File: config.mk
export PLATFORM = sky130hd
export DESIGN_NAME = multi_cycle_control_unit
export DESIGN_NICKNAME = d
export VERILOG_FILES = /design/src/rtl/mips_ctrl_pkg.sv /design/src/rtl/multi_cycle_control_unit.sv
export SDC_FILE = /design/constraint.sdc
export NUM_CORES = 1
export LEC_CHECK = 0
export ABC_AREA = 1
export CAP_MARGIN = 20
export CORE_ASPECT_RATIO = 1.5
export CORE_MARGIN = 3
export CORE_UTILIZATION = 40
export CTS_CLUSTER_DIAMETER = 100
export DETAILED_ROUTE_END_ITERATION = 8
export GPL_TIMING_DRIVEN = 0
export PLACE_DENSITY = 0.83
export SETUP_SLACK_MARGIN = 0.4
export SLEW_MARGIN = 20
export SYNTH_ARGS = -nofsm -noshare
export SYNTH_HDL_FRONTEND = slang
export SYNTH_SLANG_ARGS = --single-unit
File: constraint.sdc
create_clock -name CLK -period 1.85 [get_ports CLK]
set_clock_uncertainty 0.15 [all_clocks]
set_input_delay 0.4625 -clock CLK [delete_from_list [all_inputs] [get_ports CLK]]
set_output_delay 0.4625 -clock CLK [all_outputs]
set_load 0.01 [all_outputs]
File: src/rtl/mips_ctrl_pkg.sv
// mips_ctrl_pkg -- shared definitions for the multi-cycle MIPS control path.
//
// Holds the controller state encoding, the opcode constants, the datapath
// select codes (ALUOp, PCSrc, ALUSrcB) and the ALU-control decode function.
// The main controller and the ALU decoder both import this package, so the
// two sides always agree on what ALUOp=10 or PCSrc=01 means.
package mips_ctrl_pkg;

    // Controller states. The numeric values appear on the debug State port,
    // so they are pinned explicitly rather than left to the tool.
    typedef enum logic [3:0] {
        S_FETCH    = 4'd0,
        S_DECODE   = 4'd1,
        S_MEMADR   = 4'd2,
        S_MEMRD    = 4'd3,
        S_MEMWB    = 4'd4,
        S_MEMWR    = 4'd5,
        S_EXECUTE  = 4'd6,
        S_ALUWB    = 4'd7,
        S_BRANCH   = 4'd8,
        S_ADDIEXEC = 4'd9,
        S_ADDIWB   = 4'd10,
        S_JUMP     = 4'd11
    } state_t;

    // Primary opcode field values.
    localparam logic [5:0] OP_RTYPE = 6'b000000;
    localparam logic [5:0] OP_J     = 6'b000010;
    localparam logic [5:0] OP_BEQ   = 6'b000100;
    localparam logic [5:0] OP_BNE   = 6'b000101;
    localparam logic [5:0] OP_ADDI  = 6'b001000;
    localparam logic [5:0] OP_LW    = 6'b100011;
    localparam logic [5:0] OP_SW    = 6'b101011;

    // ALU operation class handed to the ALU decoder.
    localparam logic [1:0] ALUOP_ADD   = 2'b00;
    localparam logic [1:0] ALUOP_SUB   = 2'b01;
    localparam logic [1:0] ALUOP_FUNCT = 2'b10;

    // PC source mux select.
    localparam logic [1:0] PCSRC_ALU    = 2'b00;
    localparam logic [1:0] PCSRC_ALUOUT = 2'b01;
    localparam logic [1:0] PCSRC_JUMP   = 2'b10;

    // ALU B-operand mux select.
    localparam logic [1:0] SRCB_REG    = 2'b00;
    localparam logic [1:0] SRCB_FOUR   = 2'b01;
    localparam logic [1:0] SRCB_IMM    = 2'b10;
    localparam logic [1:0] SRCB_IMM_SH = 2'b11;

    // ALU control codes produced by the ALU decoder.
    localparam logic [2:0] ALUCTL_AND = 3'b000;
    localparam logic [2:0] ALUCTL_OR  = 3'b001;
    localparam logic [2:0] ALUCTL_ADD = 3'b010;
    localparam logic [2:0] ALUCTL_SUB = 3'b110;
    localparam logic [2:0] ALUCTL_SLT = 3'b111;

    // ALU decoder: maps the controller's ALUOp class plus the R-type funct
    // field onto the ALU control code. Unknown functs fall back to add so a
    // bad instruction never leaves the ALU in an undefined mode.
    function automatic logic [2:0] alu_decode(input logic [1:0] aluop,
                                              input logic [5:0] funct);
        logic [2:0] ctl;
        ctl = ALUCTL_ADD;
        case (aluop)
            ALUOP_ADD: ctl = ALUCTL_ADD;
            ALUOP_SUB: ctl = ALUCTL_SUB;
            default: begin
                case (funct)
                    6'b100000: ctl = ALUCTL_ADD;
                    6'b100010: ctl = ALUCTL_SUB;
                    6'b100100: ctl = ALUCTL_AND;
                    6'b100101: ctl = ALUCTL_OR;
                    6'b101010: ctl = ALUCTL_SLT;
                    default:   ctl = ALUCTL_ADD;
                endcase
            end
        endcase
        return ctl;
    endfunction

endpackage

File: src/rtl/multi_cycle_control_unit.sv
// multi_cycle_control_unit -- main control FSM of a multi-cycle MIPS core.
//
// Sequences each instruction through FETCH/DECODE and its execution states,
// stalling on memory until Mem_Ready, and decodes the datapath controls from
// the current state (Moore) plus Mem_Ready for the write strobes.
//
// Ports:
//   CLK        in   clock, all state changes on the rising edge
//   RST        in   synchronous active-high reset; also zeroes outputs while high
//   Op_Code    in   instruction opcode, sampled in DECODE
//   Mem_Ready  in   memory handshake, access completes in the cycle it is high
//   IorD, IRWrite, PCWrite, Branch, Branch_Ne, MemWrite, MemtoReg, RegDst,
//   RegWrite, ALUSrcA                 out  1-bit datapath controls
//   ALUSrcB, ALUOp, PCSrc             out  2-bit selects / ALU class
//   Illegal_Op out   one-cycle pulse in DECODE on an undecodable opcode
//   State      out   current state encoding (debug)
module multi_cycle_control_unit
    import mips_ctrl_pkg::*;
#(
    parameter int OP_WIDTH = 6,
    parameter bit BNE_EN   = 1'b1
) (
    input  logic                CLK,
    input  logic                RST,
    input  logic [OP_WIDTH-1:0] Op_Code,
    input  logic                Mem_Ready,
    output logic                IorD,
    output logic                IRWrite,
    output logic                PCWrite,
    output logic                Branch,
    output logic                Branch_Ne,
    output logic                MemWrite,
    output logic                MemtoReg,
    output logic                RegDst,
    output logic                RegWrite,
    output logic                ALUSrcA,
    output logic [1:0]          ALUSrcB,
    output logic [1:0]          ALUOp,
    output logic [1:0]          PCSrc,
    output logic                Illegal_Op,
    output logic [3:0]          State
);

    // Opcode constants resized to the configured field width.
    localparam logic [OP_WIDTH-1:0] OPW_RTYPE = OP_WIDTH'(OP_RTYPE);
    localparam logic [OP_WIDTH-1:0] OPW_J     = OP_WIDTH'(OP_J);
    localparam logic [OP_WIDTH-1:0] OPW_BEQ   = OP_WIDTH'(OP_BEQ);
    localparam logic [OP_WIDTH-1:0] OPW_BNE   = OP_WIDTH'(OP_BNE);
    localparam logic [OP_WIDTH-1:0] OPW_ADDI  = OP_WIDTH'(OP_ADDI);
    localparam logic [OP_WIDTH-1:0] OPW_LW    = OP_WIDTH'(OP_LW);
    localparam logic [OP_WIDTH-1:0] OPW_SW    = OP_WIDTH'(OP_SW);

    state_t              state_reg;
    state_t              state_next;
    logic [OP_WIDTH-1:0] op_code_reg;

    // BNE is only legal when the build enables it.
    function automatic logic op_is_legal(input logic [OP_WIDTH-1:0] op);
        return (op == OPW_LW)    || (op == OPW_SW)   ||
               (op == OPW_RTYPE) || (op == OPW_BEQ)  ||
               (op == OPW_ADDI)  || (op == OPW_J)    ||
               (BNE_EN && (op == OPW_BNE));
    endfunction

    // State register and opcode latch. The opcode is captured on the edge
    // leaving DECODE so MEMADR and BRANCH see the instruction being executed
    // even if Op_Code changes afterwards.
    always_ff @(posedge CLK) begin
        if (RST) begin
            state_reg   <= S_FETCH;
            op_code_reg <= '0;
        end else begin
            state_reg <= state_next;
            if (state_reg == S_DECODE) begin
                op_code_reg <= Op_Code;
            end
        end
    end

    // Next-state logic.
    always_comb begin
        state_next = state_reg;
        case (state_reg)
            S_FETCH: begin
                if (Mem_Ready) state_next = S_DECODE;
            end
            S_DECODE: begin
                if ((Op_Code == OPW_LW) || (Op_Code == OPW_SW)) begin
                    state_next = S_MEMADR;
                end else if (Op_Code == OPW_RTYPE) begin
                    state_next = S_EXECUTE;
                end else if ((Op_Code == OPW_BEQ) ||
                             (BNE_EN && (Op_Code == OPW_BNE))) begin
                    state_next = S_BRANCH;
                end else if (Op_Code == OPW_ADDI) begin
                    state_next = S_ADDIEXEC;
                end else if (Op_Code == OPW_J) begin
                    state_next = S_JUMP;
                end else begin
                    state_next = S_FETCH;
                end
            end
            S_MEMADR: begin
                // Only lw/sw reach here; anything else would be a corrupted
                // latch, so fall back to FETCH rather than stall.
                if (op_code_reg == OPW_LW)      state_next = S_MEMRD;
                else if (op_code_reg == OPW_SW) state_next = S_MEMWR;
                else                            state_next = S_FETCH;
            end
            S_MEMRD: begin
                if (Mem_Ready) state_next = S_MEMWB;
            end
            S_MEMWR: begin
                if (Mem_Ready) state_next = S_FETCH;
            end
            S_EXECUTE:  state_next = S_ALUWB;
            S_ADDIEXEC: state_next = S_ADDIWB;
            S_MEMWB, S_ALUWB, S_ADDIWB, S_BRANCH, S_JUMP: state_next = S_FETCH;
            default:    state_next = S_FETCH;
        endcase
    end

    // Output decode. Reset takes effect on the next edge, so outputs are
    // gated here as well to keep everything quiet while RST is high, even if
    // the registered state is mid-instruction.
    always_comb begin
        IorD       = 1'b0;
        IRWrite    = 1'b0;
        PCWrite    = 1'b0;
        Branch     = 1'b0;
        Branch_Ne  = 1'b0;
        MemWrite   = 1'b0;
        MemtoReg   = 1'b0;
        RegDst     = 1'b0;
        RegWrite   = 1'b0;
        ALUSrcA    = 1'b0;
        ALUSrcB    = SRCB_REG;
        ALUOp      = ALUOP_ADD;
        PCSrc      = PCSRC_ALU;
        Illegal_Op = 1'b0;
        State      = S_FETCH;
        if (!RST) begin
            State = state_reg;
            case (state_reg)
                S_FETCH: begin
                    // PC+4 is computed every fetch cycle, but the IR and PC
                    // only load once memory delivers the word.
                    ALUSrcB = SRCB_FOUR;
                    IRWrite = Mem_Ready;
                    PCWrite = Mem_Ready;
                end
                S_DECODE: begin
                    // Speculative branch target: PC + (imm << 2).
                    ALUSrcB    = SRCB_IMM_SH;
                    Illegal_Op = !op_is_legal(Op_Code);
                end
                S_MEMADR, S_ADDIEXEC: begin
                    ALUSrcA = 1'b1;
                    ALUSrcB = SRCB_IMM;
                end
                S_MEMRD: begin
                    IorD = 1'b1;
                end
                S_MEMWR: begin
                    IorD     = 1'b1;
                    MemWrite = Mem_Ready;
                end
                S_MEMWB: begin
                    RegWrite = 1'b1;
                    MemtoReg = 1'b1;
                end
                S_EXECUTE: begin
                    ALUSrcA = 1'b1;
                    ALUOp   = ALUOP_FUNCT;
                end
                S_ALUWB: begin
                    RegDst   = 1'b1;
                    RegWrite = 1'b1;
                end
                S_ADDIWB: begin
                    RegWrite = 1'b1;
                end
                S_BRANCH: begin
                    ALUSrcA   = 1'b1;
                    ALUOp     = ALUOP_SUB;
                    PCSrc     = PCSRC_ALUOUT;
                    Branch    = (op_code_reg == OPW_BEQ);
                    Branch_Ne = BNE_EN && (op_code_reg == OPW_BNE);
                end
                S_JUMP: begin
                    PCSrc   = PCSRC_JUMP;
                    PCWrite = 1'b1;
                end
                default: begin
                end
            endcase
        end
    end

endmodule

# Word level (Yosys, flattened, before mapping)
# Index checks and enable logic that the tools add are counted.
# word_totals
ff_bits,10
in_bits,9
output_inout_bits,21
elab_cells,81
# op_classes
n_eq_ne,24
muxes,40
reduce_logical,15
# op_table
operator,n
two-way mux 4 bit,9
one-hot mux 4 bit (7 select lines),1
equality test 6 x 3 -> 1 bit (second input constant),4
equality test 6 bit (second input constant),4
two-way mux 1 bit,21
equality test 4 x 3 -> 1 bit (second input constant),4
equality test 4 bit (second input constant),4
equality test 4 x 2 -> 1 bit (second input constant),2
one-hot mux 2 bit (2 select lines),2
logical OR 1 bit,7
equality test 6 x 2 -> 1 bit (second input constant),1
equality test 6 x 4 -> 1 bit (second input constant),1
zero test 6 bit,1
two-way mux 2 bit,3
two-way mux 3 bit,2
!= test 2 bit (second input constant),3
one-hot mux 2 bit (3 select lines),1
equality test 4 x 1 -> 1 bit (second input constant),1
zero test 4 bit,1
OR reduction 2 bit,2
OR reduction 4 bit,1
AND reduction 3 bit,1
OR reduction 3 bit,1
one-hot mux 1 bit (2 select lines),1
zero test 1 bit,1

# Depth between registers and ports, before layout
# Gate-level depths: netlist (run 1).
# logic_depth
depth_word,10
depth_mapped,9
mapped_depth_nobuf,9

# Worst setup path after synthesis (run 1)
# Ideal clock, no wire load.
# synth_path
kind,input to output
from,in RST
to,out RegWrite
arrival_time_ps,1411
required_ps,1237
setup_slack_ps,-174
stages,6
path_buffers,1
path_cell_list,buf_2 -> nor2_1 -> nand2_1 -> nor2_1 -> a31oi_1 -> o21ai_0
# synth_via
elab_chain_len,1
# synth_lines
item,line_no,text
start: declaration,multi_cycle_control_unit.sv:24,"input logic RST,"
two-way mux 1 bit,multi_cycle_control_unit.sv:142,if (!RST) begin
end: declaration,multi_cycle_control_unit.sv:35,"output logic RegWrite,"
# No other way between the ends.

# Final worst setup path (run 1)
# layout_path
from,reg state_reg[2]
to,out RegWrite
# layout_via
elab_chain_len,4
word_cells_on_any_way,6
cone_classes,eq/ne: 3; mux: 2; reduce/logical: 1
# layout_lines
item,line_no,text
start: declaration,multi_cycle_control_unit.sv:53,state_t state_reg;
start signal: assignment,multi_cycle_control_unit.sv:73,state_reg <= state_next;
equality test 4 bit / equality test 4 x 3 -> 1 bit (equally long branches),multi_cycle_control_unit.sv:144,case (state_reg)
OR reduction 3 bit (no source line) (*),-,
two-way mux 1 bit (*),multi_cycle_control_unit.sv:144,
two-way mux 1 bit (*),multi_cycle_control_unit.sv:142,
# Mark *: on every way between the ends. The rest lies on a longest branch, timed or not.

==> flow_summary_export.csv, run 1 <==
group,metric,value,unit
worst_setup_path,critPathMaxStageDelay,400,ps
route,route.detailed.drc,0,
power_and_ir_drop,switchingPower,339,uW
cells_and_area,n_antenna_cell,0,
logic_synthesis,synth.distinct_cells,19,
logic_synthesis,syn-cell-area,792,um^2
power_and_ir_drop,clkPwrFrac,0.166,
placed_design,place_inst,194,
sta,final_max_slew_viol_count,0,
logic_synthesis,ys_seq_area_frac,0.253,
power_and_ir_drop,switching_share,0.395,
worst_setup_path,start_kind,"flip-flop",
logic_synthesis,synth-xor-area-share,0,
clock_network,cts_root_buffer,"clkbuf_4",
route,vias,1486,
sta,final-hold-violation-count,0,
clock_network,cts.reportedPaths.clkPinSlew,60,ps
floorplanning,core_area,0.00185,mm^2
worst_setup_path,crit_type,"flip-flop to primary output",
clock_network,cts.sinks,10,
power_and_ir_drop,leakagePower,0.000798,uW
outcome,violations,"negative setup slack",
worst_setup_path,end_kind,"primary output",
grt,grt_usage,0.261,
cells_and_area,final_area,0.00173,mm^2
grt,grt_pass1_vias,1242,
worst_setup_path,reg2regPathDepth,11,
route,ant_nets,0,
floorplanning,die_w,42.3,um
logic_synthesis,syn-instance-count,145,
grt,antenna_found_initial,0,
clock_network,cts_tree,"done",
placed_design,gp_congestion,0.869,
floorplanning,rows,19,
hold_path,hp-class,"primary input to flip-flop",
sta,finalCriticalPeriod,2130,ps
worst_setup_path,r2r_slack,0,ps
cells_and_area,largest_reg_flops,6,
clock_network,clk_latency,260,ps
sta,finalWorstSetupSlack,-278,ps
grt,grt-ovfl-total,0,
floorplanning,die_h,60.5,um
cells_and_area,drive_above_1_share,0.616,
worst_setup_path,cp-endpoint,"RegWrite",
logic_synthesis,synth-compound-area-share,0.126,
grt,grt_max_degree,10,
worst_setup_path,timing.rr.end,"state_reg[2]",
power_and_ir_drop,peakVddDrop,0.532,mV
clock_network,h-tree-depth,1,
route,vias_per_cell,6.41,
route,drt-total-wl,4920,um
worst_setup_path,crit_chain,"inv_8 > nor2_4 > buf_6 > nand2_4 > nor2_4 > a31oi_1 > o21ai_1 > buf_2",
worst_setup_path,crit_arrival,1520,ps
grt,grt_pass1_wl,5150,um
floorplanning,start_util,0.427,
job,max_cap_violations,0,
worst_setup_path,required,1240,ps
power_and_ir_drop,pwr-share-seq,0.325,
worst_setup_path,critPathLaunch,"state_reg[2]",
power_and_ir_drop,p_int,520,uW
logic_synthesis,synth_top_cell_by_area,"dfxtp_1",
floorplanning,dieArea,0.00256,mm^2
power_and_ir_drop,powerDensity,495,mW/mm^2
worst_setup_path,regToRegStartpoint,"state_reg[0]",
worst_setup_path,path_depth,8,
sta,fmax,0.470,GHz
logic_synthesis,yosys.area_share.simple,0.510,
sta,relSlewSlack,0.731,
placed_design,hpwl,1920,um
route,drt-initial-drc-count,120,
worst_setup_path,crit_fanout,4,
sta,final-setup-viol-count,15,
cells_and_area,syn2layout_area_growth,119,%
placed_design,post_dp_cell_area,0.00123,mm^2
cells_and_area,layoutNonFillerInstCount,232,
logic_synthesis,synthMuxAreaShare,0,
sta,rsz0062_at_grt,"yes",
logic_synthesis,synthTopCellsByArea,"dfxtp_1 (25%), nor2_1 (17%), nand2_1 (15%)",
logic_synthesis,synth_top_family_by_area,"simple AND/OR/NAND/NOR gates",
clock_network,cts_buffer_depth,2,
sta,worst_pin_slew,404,ps
logic_synthesis,syn_area_per_cell,5.46,um^2
floorplanning,num_io_pins,30,
logic_synthesis,synth_top_area_share,0.253,
route,wl_per_cell,21.2,um
sta,period_share,1.15,
worst_setup_path,crit_slowest_cell,"dfxtp_4",
placed_design,port_buffers,28,
sta,setup_tns,-2590,ps
placed_design,dp_slack,-804,ps
power_and_ir_drop,share_comb_of_total_power,0.509,
cells_and_area,final_common_cell,"nand2_1",
power_and_ir_drop,power.total,859,uW
worst_setup_path,crit_buf_inv,3,
clock_network,cts_buffers,3,
logic_synthesis,syn_nets,154,
cells_and_area,final_cell_mix,"nand2_1 (24), nor2_1 (21), buf_6 (20), buf_4 (20)",
logic_synthesis,yosysWarnings,0,
logic_synthesis,synth_fa_ha_area_frac,0,
worst_setup_path,critical_path.most_common_cell,"nor2_4",
worst_setup_path,critPathTopFamily,"flip-flops",
route,drtPass1Iterations,5,
logic_synthesis,ys_ff_latch,10,
cells_and_area,nets,222,
outcome,status,"finished with violations",
[per-layer routing]
| layer | up-vias | routed length, um | track usage |
|---|---|---|---|
| met4 | 0 | 320 | 0.169 |
| li1 | 614 | - | - |
| met1 | 692 | 1570 | 0.216 |
| met5 | - | 0 | 0 |
| met2 | 140 | 2540 | 0.551 |
| met3 | 40 | 493 | 0.0415 |
[what timing repair did]
item | in CTS | in global routing
pin swaps | 17 | 18
resized for setup | 143 | 52
cloned | 1 | 0
hold buffers | 0 | 0
buffers inserted | 19 | 15
endpoints found under the setup margin | 25 | 31
[tightest hold or removal path, delay by kind of cell]
family                 cells  cell delay, ps
AND/OR/NAND/NOR            3             160
buffers and inverters      1             130
[layout make-up]
cell class | count | area [um^2]
well taps | 21 | 26.3
repair buffers | 63 | 536
inverters | 19 | 90.1
multi-input cells | 113 | 793
clock buffers | 3 | 22.5
plain buffers | 3 | 51.3
fillers | 65 | 120
flip-flops and latches | 10 | 215
[through the flow]
step / hold slack, ps / utilization
floorplan: 327 / -
finish: 384 / 0.935
global route: 393 / 0.935
detailed placement: 370 / 0.664
global placement: 346 / 0.664
CTS: 370 / 0.823
[worst min-delay path by stage]
stage                        start        endpoint  slack, ps  depth (start not counted)
floorplan           op_code_reg[2]  op_code_reg[2]        330                          2
global placement    op_code_reg[2]  op_code_reg[2]        350                          2
detailed placement  op_code_reg[2]  op_code_reg[2]        370                          2
CTS                            RST    state_reg[1]        370                          4
global route            Op_Code[1]  op_code_reg[1]        390                          3
finish                         RST    state_reg[0]        380                          4
[Yosys cell counts]
library cell  number
a31oi_1            1
o21ai_1            1
nor2_1            36
a221oi_1           1
inv_1             19
nor2_4             1
nand3b_1           1
nor4_1             2
nand3_1           14
nor3_1             5
nand4_1            2
a21oi_1            9
nand2_1           32
nor3_2             1
o21ai_0            7
buf_1              1
buf_2              1
dfxtp_1           10
buf_4              1
[kinds of logic after synthesis]
family	count (synthesis)
AO/OA/AOI/OAI	19
AND/OR/NAND/NOR	94
buffers and inverters	22
flip-flops	10
[power groups by stage]
stage	clock (uW)	sequential (uW)	combinational (uW)
5_1_grt	149	281	458
2_1_floorplan	0	272	145
6_report	142	279	438
3_5_place_dp	0	277	216
4_1_cts	142	272	289
3_3_place_gp	0	276	211
No activity file was read; power rests on OpenSTA's default activity.
==> run 2, diff against run 1 <==
- GPL_TIMING_DRIVEN: 0 -> 1
- SKIP_CTS_REPAIR_TIMING: unset -> 1
==> run 2 against run 1 <==
The run now fails in global routing (5_1_grt). Synthesized cell count is the same. Synthesized area unchanged.
==> flow_summary_export.csv, run 2 <==
group,metric,value,unit
outcome,status,"stopped before the end",
outcome,stop_stage,"global routing (5_1_grt)",
outcome,tool.error,"[ERROR DPL-0033] detailed placement checks failed during check placement.",
logic_synthesis,syn_nets,154,
placed_design,port_buffers,29,
logic_synthesis,synth_top_cell_by_area,"dfxtp_1",
sta,endpoint_type,"output port",
logic_synthesis,synthTopCellsByArea,"dfxtp_1 (25%), nor2_1 (17%), nand2_1 (15%)",
logic_synthesis,syn_area_per_cell,5.46,um^2
logic_synthesis,ys_ff_latch,10,
logic_synthesis,syn-instance-count,145,
floorplanning,start_util,0.427,
logic_synthesis,netlist_top_cells_count,"nor2_1 (36), nand2_1 (32), inv_1 (19)",
placed_design,place_inst,233,
logic_synthesis,synth_top_area_share,0.253,
clock_network,cts_buffers,3,
clock_network,cts.sinks,10,
logic_synthesis,yosysWarnings,0,
grt,grt_max_degree,11,
logic_synthesis,synth.distinct_cells,19,
logic_synthesis,synthArstFlopShare,0,
placed_design,hpwl,2500,um
clock_network,h-tree-depth,1,
clock_network,cts_root_buffer,"clkbuf_4",
floorplanning,num_io_pins,30,
logic_synthesis,synth_edf_count,0,
logic_synthesis,ys_seq_area_frac,0.253,
logic_synthesis,ys.flop_type,"dfxtp_1",
grt,antenna_found_initial,0,
sta,worstEndpointGrtRepair,"Branch",
floorplanning,rows,19,
floorplanning,die_h,60.5,um
floorplanning,die_w,42.3,um
logic_synthesis,syn-cell-area,792,um^2
placed_design,gp_congestion,0.858,
logic_synthesis,synth_most_common_cell,"nor2_1",
clock_network,cts_buffer_depth,2,
[run 2: cell counts after synthesis]
No cell type changed its count.
[run 2: per-stage QoR]
step           worst slack [ps]  setup TNS, ps  area [um^2]  hold WS (ps)
2_1_floorplan               111              0          925           327
3_3_place_gp               -805         -13710         1520           369
3_5_place_dp               -887         -14400         1520           368
4_1_cts                    -891         -14400         1550           402
[run 2: cell families after synthesis]
family / count (synthesis) / share of synthesized area
and+or+nand+nor: 94 / 0.510
DFF: 10 / 0.253
AOI/OAI and AO/OA: 19 / 0.126
buffers and inverters: 22 / 0.111
==> run 3, diff against run 2 <==
- CORE_AREA: unset -> 3 3 64 66
- CORE_ASPECT_RATIO: 1.5 -> unset
- CORE_MARGIN: 3 -> unset
- CORE_UTILIZATION: 40 -> unset
- CTS_CLUSTER_DIAMETER: 100 -> unset
- DIE_AREA: unset -> 0 0 67 69
- PLACE_DENSITY: 0.83 -> unset
- PLACE_DENSITY_LB_ADDON: unset -> 0.15
- SETUP_SLACK_MARGIN: 0.4 -> unset
==> run 3 against run 2 <==
The flow now finishes, with violations (negative setup slack).
==> flow_summary_export.csv, run 3 (synthesized netlist as in run 1, its figures left out) <==
group,metric,value,unit
worst_setup_path,crit_slowest_cell,"dfxtp_4",
route,drtPass1Iterations,4,
cells_and_area,syn2layout_area_growth,120,%
route,vias,1220,
route,drt-initial-drc-count,41,
sta,period_share,1.07,
floorplanning,die_w,67,um
power_and_ir_drop,switching_share,0.331,
clock_network,cts_root_buffer,"clkbuf_8",
clock_network,cts.reportedPaths.clkPinSlew,40,ps
sta,final-hold-violation-count,0,
clock_network,cts_buffer_depth,2,
power_and_ir_drop,peakVddDrop,0.358,mV
route,drt-total-wl,3060,um
sta,setup_tns,-778,ps
power_and_ir_drop,switchingPower,267,uW
power_and_ir_drop,powerDensity,462,mW/mm^2
grt,grt_usage,0.128,
sta,final_max_slew_viol_count,0,
placed_design,hpwl,2410,um
worst_setup_path,crit_type,"flip-flop to primary output",
sta,finalWorstSetupSlack,-137,ps
job,max_cap_violations,0,
clock_network,clk_latency,230,ps
grt,grt_pass1_vias,1118,
cells_and_area,drive_above_1_share,0.511,
placed_design,port_buffers,29,
route,ant_nets,0,
grt,grt_pass1_wl,4710,um
sta,fmax,0.503,GHz
placed_design,gp_congestion,0.833,
power_and_ir_drop,leakagePower,0.000970,uW
floorplanning,rows,22,
sta,finalCriticalPeriod,1990,ps
placed_design,dp_slack,-871,ps
worst_setup_path,crit_fanout,3,
grt,grt_max_degree,11,
grt,antenna_found_initial,0,
clock_network,cts.sinks,10,
outcome,status,"finished with violations",
clock_network,cts_buffers,3,
cells_and_area,final_common_cell,"buf_4",
worst_setup_path,end_kind,"primary output",
floorplanning,die_h,69,um
sta,rsz0062_at_grt,"yes",
route,route.detailed.drc,0,
sta,worst_pin_slew,248,ps
route,vias_per_cell,4.37,
cells_and_area,fill_cells,380,
worst_setup_path,critPathMaxStageDelay,360,ps
worst_setup_path,crit_arrival,1370,ps
cells_and_area,nets,242,
power_and_ir_drop,share_comb_of_total_power,0.392,
outcome,violations,"negative setup slack",
floorplanning,dieArea,0.00462,mm^2
floorplanning,core_area,0.00363,mm^2
power_and_ir_drop,p_int,539,uW
floorplanning,start_util,0.218,
worst_setup_path,start_kind,"flip-flop",
clock_network,h-tree-depth,1,
hold_path,hp-class,"flip-flop to flip-flop",
sta,final-setup-viol-count,11,
grt,grt-ovfl-total,0,
worst_setup_path,required,1240,ps
sta,relSlewSlack,0.835,
floorplanning,num_io_pins,30,
cells_and_area,largest_reg_flops,6,
cells_and_area,n_antenna_cell,0,
power_and_ir_drop,clkPwrFrac,0.275,
worst_setup_path,crit_chain,"nor2_4 > inv_2 > nor3_4 > nand2_2 > nor4_4 > clkbuf_2",
clock_network,cts_tree,"done",
power_and_ir_drop,pwr-share-seq,0.333,
cells_and_area,final_cell_mix,"buf_4 (52), nand2_1 (28), nor2_1 (25), buf_2 (12)",
route,wl_per_cell,11.0,um
==> run 3: worst max-delay path: cells and delay by family (launching register included) <==
family / cells / cell delay, ps
buf+inv: 2 / 230
flops: 1 / 360
simple gates: 4 / 560
==> run 3: per-layer routing <==
layer / GRT usage / up-vias / part of all wire
met5: 0 / - / 0
met2: 0.219 / 30 / 0.51
met4: 0.0473 / 0 / 0.0078
li1: - / 643 / -
met1: 0.158 / 543 / 0.43
met3: 0.0163 / 4 / 0.051
==> run 3: worst paths after layout <==
kind,start,to,slack (ps),cells past startpoint
worst max-delay path,state_reg[0],Branch_Ne,-140,6
worst min-delay path,op_code_reg[5],op_code_reg[5],410,2
worst max register to register,state_reg[2],state_reg[0],300,10
worst min register to register,op_code_reg[5],op_code_reg[5],410,2
==> run 3: power groups by stage <==
stage / Combinational, uW / Sequential, uW / Clock [uW]
2_1_floorplan: 127 / 269 / 0
3_3_place_gp: 292 / 267 / 0
3_5_place_dp: 293 / 268 / 0
4_1_cts: 295 / 264 / 232
5_1_grt: 350 / 272 / 245
6_report: 316 / 269 / 222
==> run 3: stage by stage <==
stage               power (uW)  instances  hold slack [ps]  utilization  cell area [um^2]
floorplan                  396        145              327            -               838
global placement           559        268              386        0.424              1540
detailed placement         562        268              406        0.424              1540
CTS                        791        271              414        0.435              1580
global route               867        279              447        0.480              1750
finish                     806        279              407        0.480              1750
==> run 3: final cells by class <==
class / instances / area, um^2 / area share
Sequential cell: 10 / 210 / 0.120
Clock buffer: 3 / 41.3 / 0.0237
Multi-Input combinational cell: 113 / 659 / 0.378
Inverter: 19 / 81.3 / 0.0466
Timing Repair Buffer: 86 / 693 / 0.397
Tap cell: 48 / 60.1 / 0.0344
